===== config.mk =====
export PLATFORM = sky130hd
export DESIGN_NAME = riscv_core_rf_sb
export DESIGN_NICKNAME = d
export VERILOG_FILES = /design/src/rtl/riscv_core_rf_sb.sv
export SDC_FILE = /design/constraint.sdc
export NUM_CORES = 2
export LEC_CHECK = 0
export ABC_CLOCK_PERIOD_IN_PS = 9640
export CAP_MARGIN = 25
export CORE_MARGIN = 3
export CORE_UTILIZATION = 23
export DETAILED_ROUTE_END_ITERATION = 7
export SLEW_MARGIN = 10
export SYNTH_ARGS = -nofsm -noshare
export SYNTH_HDL_FRONTEND = slang
export SYNTH_SLANG_ARGS = --single-unit

===== constraint.sdc =====
create_clock -name i_rf_clk -period 9.64 [get_ports i_rf_clk]
set_input_delay 2.892 -clock i_rf_clk [delete_from_list [all_inputs] [get_ports i_rf_clk]]
set_output_delay 2.892 -clock i_rf_clk [all_outputs]
set_load 0.1 [all_outputs]

===== src/rtl/riscv_core_rf_sb.sv =====
// Parametrised multi-read-port register file with write-through bypass and a
// per-register busy scoreboard that decode uses to detect RAW hazards.
module riscv_core_rf_sb #(
  parameter int unsigned XLEN   = 32,
  parameter int unsigned NREG   = 32,
  parameter int unsigned NRD    = 2,
  parameter bit          BYPASS = 1'b1,
  localparam int unsigned AW    = $clog2(NREG)
) (
  input  logic              i_rf_clk,
  input  logic              i_rf_rst_n,
  input  logic [NRD*AW-1:0]   i_rf_ra,
  output logic [NRD*XLEN-1:0] o_rf_rd,
  output logic [NRD-1:0]      o_rf_busy,
  input  logic              i_rf_we,
  input  logic [AW-1:0]     i_rf_wa,
  input  logic [XLEN-1:0]   i_rf_wd,
  input  logic              i_rf_rsv_en,
  input  logic [AW-1:0]     i_rf_rsv_a,
  input  logic              i_rf_flush,
  output logic [AW:0]       o_rf_busy_cnt
);

  logic [XLEN-1:0] rf_q [NREG];
  logic [NREG-1:0] busy_q, busy_d;
  logic            wr_ok;
  logic            rsv_ok;

  assign wr_ok  = i_rf_we && (i_rf_wa != '0);
  assign rsv_ok = i_rf_rsv_en && (i_rf_rsv_a != '0);

  always_ff @(posedge i_rf_clk or negedge i_rf_rst_n) begin
    if (!i_rf_rst_n) begin
      for (int i = 0; i < NREG; i++) begin
        rf_q[i] <= '0;
      end
    end else if (wr_ok) begin
      rf_q[i_rf_wa] <= i_rf_wd;
    end
  end

  // Reserve is applied after the writeback clear so a new producer wins.
  always_comb begin
    busy_d = busy_q;
    if (i_rf_flush) begin
      busy_d = '0;
    end else begin
      if (wr_ok) begin
        busy_d[i_rf_wa] = 1'b0;
      end
      if (rsv_ok) begin
        busy_d[i_rf_rsv_a] = 1'b1;
      end
    end
  end

  always_ff @(posedge i_rf_clk or negedge i_rf_rst_n) begin
    if (!i_rf_rst_n) begin
      busy_q <= '0;
    end else begin
      busy_q <= busy_d;
    end
  end

  always_comb begin
    o_rf_busy_cnt = '0;
    for (int i = 1; i < NREG; i++) begin
      o_rf_busy_cnt = o_rf_busy_cnt + (AW+1)'(busy_q[i]);
    end
  end

  for (genvar k = 0; k < NRD; k++) begin : g_rd
    logic [AW-1:0] ra;
    logic          is_zero;
    logic          hit;

    assign ra      = i_rf_ra[k*AW +: AW];
    assign is_zero = (ra == '0);
    assign hit     = BYPASS && i_rf_we && (i_rf_wa == ra);

    assign o_rf_rd[k*XLEN +: XLEN] = is_zero ? '0 : (hit ? i_rf_wd : rf_q[ra]);
    // Forwarded data satisfies the consumer, so the hazard is masked.
    assign o_rf_busy[k] = !is_zero && !hit && busy_q[ra];
  end

endmodule


# Word-level counts from Yosys, hierarchy flattened

Index checks and enable logic that the tools add are counted.

Order comparisons: 10
Add/subtract/negate cells: 30
Bitwise operators: 6
Muxes and demuxes: 25
Eq/ne operators: 2
Reductions and logical operators: 19

Operators by type and width:

| cell                                                               | count |
|---|---|
| bitwise mux 1024 bit                                               | 1 |
| 2-to-1 mux 32 bit                                                  | 13 |
| binary-select mux 32 bit (select 5 bit)                            | 2 |
| demux 32 bit (select 5 bit)                                        | 1 |
| adder 6 x 1 -> 6 bit                                               | 25 |
| AND 32 bit                                                         | 1 |
| NOT 32 bit                                                         | 1 |
| OR 32 bit                                                          | 1 |
| < comparator 5 x 6 -> 1 bit (second input constant)                | 4 |
| greater-or-equal comparator 6 bit (second input constant)          | 3 |
| NOT 5 -> 6 bit                                                     | 3 |
| logical AND 1 bit                                                  | 11 |
| binary-select mux 1 bit (select 5 bit)                             | 2 |
| demux 1 bit (select 5 bit)                                         | 2 |
| equality test 5 bit                                                | 2 |
| greater-or-equal comparator 5 x 1 -> 1 bit (second input constant) | 2 |
| logical NOT 5 bit                                                  | 2 |
| nonzero test 5 bit                                                 | 2 |
| adder 5 x 1 -> 6 bit                                               | 1 |
| < comparator 6 x 1 -> 1 bit (second input constant)                | 1 |
| adder 4 x 1 -> 5 bit                                               | 1 |
| adder 3 x 1 -> 4 bit                                               | 1 |
| logical NOT 1 bit                                                  | 4 |
| 2-to-1 mux 1 bit                                                   | 4 |
| other kinds (2)                                                    | 2 |

Bits in registers: 1056
Output and inout bits: 72

# Logic depth before layout (Yosys ltp)

Depth in word-level cells: 30
Mapped depth: 15
Depth with buffers taken out: 15

# Worst setup path after synthesis

No wires, ideal clock.

Path type: input-to-output
From: in i_rf_ra[6]
To: out o_rf_rd[56]
Cell stages on the path: 9
Arrival: 5.771 ns
Slack: 0.977 ns
Path buffers: 4
Data required time: 6.748 ns
Cell sequence: buf_4 buf_4 buf_2 buf_1 mux4_2 o22ai_1 nor3_1 nand2_1 a21oi_1

Cells in the longest elaborated chain, start to end: 6
Elaborated cells on any way between the ends: 9

RTL lines:

| element                                              | RTL line | RTL |
|---|---|---|
| from (decl)                                          | 12       | `input logic [NRD*AW-1:0] i_rf_ra,` |
| NOT 5 -> 6 bit (not written as such)                 | 81       | `assign o_rf_rd[k*XLEN +: XLEN] = is_zero ? '0 : (hit ? i_rf_wd : rf_q[ra]);` |
| binary-select mux 32 bit (select 5 bit)              | 81       |  |
| 2-to-1 mux 32 bit (not written as such) (2 in a row) | 81       |  |
| 2-to-1 mux 32 bit                                    | 81       |  |
| 2-to-1 mux 32 bit *                                  | 81       |  |
| to (decl)                                            | 13       | `output logic [NRD*XLEN-1:0] o_rf_rd,` |

Every way passes the cells marked *; elsewhere a longest branch is shown, timed or not. The select of a mux whose other input is x is not followed.

# Worst setup path after layout

From: reg busy_q[24]
To: out o_rf_busy_cnt[5]

Cells in the longest elaborated chain, start to end: 8

RTL lines:

| element                           | RTL line | RTL |
|---|---|---|
| from (decl)                       | 25       | `logic [NREG-1:0] busy_q, busy_d;` |
| from (signal assigned)            | 61       | `busy_q <= busy_d;` |
| adder 6 x 1 -> 6 bit (8 in a row) | 68       | `o_rf_busy_cnt = o_rf_busy_cnt + (AW+1)'(busy_q[i]);` |
| to (decl)                         | 21       | `output logic [AW:0] o_rf_busy_cnt` |

Every way passes these cells.

==> results.toml <==
[worst_setup_path]
crit_arrival_ns = 6.39
cp_data_required_time_ns = 6.75
worst_setup_path_end_kind = "primary output"
cp_max_fo = 4
rr_endpoint = "busy_q[3]$_DFF_PN0_"
rrSetupSlack_ns = 8.70
crit_type = "reg -> out"
rr_startpoint = "busy_q[3]$_DFF_PN0_"
crit_path_start_kind = "register"
reg2reg_depth = 3

[floorplan]
design.portCount = 129
dieArea_um2 = 255000
coreArea_um2 = 247000
die_x_um = 505
dieHeight_um = 505
start_util_pct = 23.2
rows = 182

[finish]
syn2layout_area_growth_pct = 17.2
drive_gt1_share_pct = 48.8
finalInstanceArea_um2 = 67000
nets = 3969

[sta]
setup_violations = 0
period_minus_slack_ns = 9.28
max_freq_mhz = 108
clock_skew_ns = 0
period_share_pct = 96.3
maxSlewViolCount = 0
final_hold_viol_count = 0
worstMarginPinSlew_ns = 1.12
fin_tns_setup_ns = 0
setup_ws_ns = 0.356
rsz0062_at_grt = "no"
max_slew_margin_pct = 25.4

[place]
port_buffers = 128
gp_congestion = 0.837
dp_hpwl_um = 116000
pre_cts_slack_ns = 0.869
dpl_cell_area_um2 = 63100

[synthesis]
syn_area_um2 = 57200
ys_seq_elements = 1056
yosys.cell_count.top_type = "dfrtp_1"
synth_edf_count = 0
synthAdderAreaFrac_pct = 0.958
synth_compound_area_share_pct = 5.39
synth_ff_type = "dfrtp_1"
async_flop_share_pct = 100
syn_avg_cell_area_um2 = 14.5
synthMuxAreaShare_pct = 41.0
synth_xor_xnor_area_share_pct = 0.199
synth_area_leaders = "dfrtp_1 (46%), mux2_2 (20%), mux4_2 (18%)"
synth_top_family_by_area = "multiplexers"
synth_cells = 3940
synthDistinctLibCells = 57
post-synth-top-area-cell = "dfrtp_1"
synth_warnings = 0
synth-simple-area-share_pct = 2.64
seq_area_frac_synth_pct = 46.2
synth_common_cells = "dfrtp_1 (1056), mux2_2 (1011), mux4_2 (454)"
synth_nets = 4027
synth_top_area_share_pct = 46.2

[pwr]
clockPowerShare_pct = 33.7
combPwrFrac_pct = 23.4
total_leakage_power_nw = 28.0
seq_power_share_pct = 42.9
switching_share_pct = 29.7
power_switching_mw = 4.04
cellInternalPower_mw = 9.59
cellPowerDensity_nw_per_um2 = 203
vdd_drop_max_mv = 0.162

[route]
ant_nets = 0
drc = 0
drt_first_pass_iters = 5
wirelength_um = 198000
drt-wirelength-per-cell_um = 27.2
vias = 37800
drt_iter0_drc = 3851
via_per_inst = 5.19

[clock_tree]
cts.repair.resized = 0
ctsHoldBuffers = 0
htreeDepth = 3
clkTransAtPathRegs_ns = 0.07
post_cts_buffers = 0
cts_tree = "built"
insertion_delay_ns = 0.73
cts_max_path_buffers = 3
clockRootBuffer = "clkbuf_16"
cts_buffers = 107
clock_sinks = 1056

[global_routing]
grt_pass1_wl_um = 288000
grt_pass1_vias = 39000
antenna_found_initial = 14
grtUsageTotal_pct = 15.2
grt_max_degree = 166
grt-ovfl-total = 0

[run]
max-cap-violations = 0

[run_status]
status = "complete, no violations"

[min_path]
hp-class = "reg -> reg"
hold_end = "rf_q[999]$_DFFE_PN0P_"
min_path_cells = 0
hold_start = "rf_q[999]$_DFFE_PN0P_"
-- state kept, by name, indices dropped and copies added (netlist names) --
signal  cells
busy_q     32
rf_q     1024
-- power groups by stage --
stage | combinational (mW) | sequential, mW | clock [mW]
floorplan | 2.32 | 5.69 | 0
global placement | 3.15 | 5.83 | 0
detailed placement | 3.20 | 5.90 | 0
CTS | 3.21 | 5.82 | 4.66
global route | 3.38 | 5.94 | 4.85
finish | 3.19 | 5.85 | 4.59
-- cell usage in the layout, fill, tap and decap left out, drive strengths merged, types with 4 or more instances in the layout --
cell and count:
clkbuf 144, clkdlybuf4s50 48, or3 5, nor3 20, xor2 9, o21ai 34, nor4 9, a22oi 124
bufinv 15, mux2 1024, o22a 8, a221o 18, o221ai 36, clkinvlp 5, ha 7, nor2b 23
and3 21, inv 28, nand2b 17, and2 6, a32o 32, o22ai 54, nor2 72, a31oi 6
nand3 6, xnor2 4, diode 4, mux4 465, buf 234, fa 23, dfrtp 1056, or2 4
a21oi 50, mux2i 137, a211oi 44, clkinv 37, nand2 124
-- how the worst max path moves through the flow --
stage | from | to | cells after the start
CTS | busy_q[24]$_DFF_PN0_ | o_rf_busy_cnt[5] | 16
global route | busy_q[24]$_DFF_PN0_ | o_rf_busy_cnt[5] | 16
finish | busy_q[24]$_DFF_PN0_ | o_rf_busy_cnt[5] | 16
detailed placement | i_rf_ra[3] | o_rf_rd[29] | 7
floorplan | i_rf_ra[6] | o_rf_rd[56] | 9
global placement | i_rf_ra[3] | o_rf_rd[29] | 7
-- cell type report --
class | count | area, um^2
antenna | 4 | 10.0
clock buffer | 144 | 3060
clock inverter | 60 | 788
fill | 25000 | 180000
inverter | 25 | 93.8
multi-input combinational | 2410 | 28900
sequential | 1056 | 26400
tap | 3312 | 4140
timing repair buffer | 282 | 3590
-- routing by layer --
metal | track usage (%) | vias to the layer above | wire [um]
met1 | 20.5 | 20700 | 83700
met5 | 0 | - | 13
met4 | 5.23 | 2 | 7600
met3 | 3.38 | 389 | 14700
li1 | - | 15100 | -
met2 | 24.0 | 1650 | 92100
-- worst max-delay path, cell delays in order, from the launching register on --
cell and delay, ns:
dfrtp_1 0.43, fa_1 0.55, fa_1 0.53, inv_1 0.05, fa_1 0.48, inv_1 0.05
fa_1 0.46, fa_1 0.50, inv_1 0.06, fa_1 0.47, inv_1 0.05, fa_1 0.42
a21o_1 0.19, a21oi_1 0.22, nor2b_1 0.07, o21a_1 0.17, clkdlybuf4s50_1 0.96
-- through the flow --
stage	hold WS, ns	total power [mW]	instances	utilization, %
floorplan	0.441	8.02	3940	-
global placement	0.377	8.98	7070	25.5
detailed placement	0.384	9.10	7080	25.6
CTS	0.398	13.7	7284	27.1
global route	0.408	14.2	7292	27.2
finish	0.396	13.6	7293	27.2
-- cells by family (layout without fill, tap and decap cells) --
kind of cell | Yosys count | count (layout)
AOI/OAI and AO/OA | 422 | 422
DFF | 1056 | 1056
muxes | 1626 | 1626
adders and majority gates | 30 | 30
buffers and inverters | 474 | 511
and+or+nand+nor | 319 | 319
xor gates and xnor gates | 13 | 13
other | 0 | 4
No activity file was read; power rests on OpenSTA's default activity.
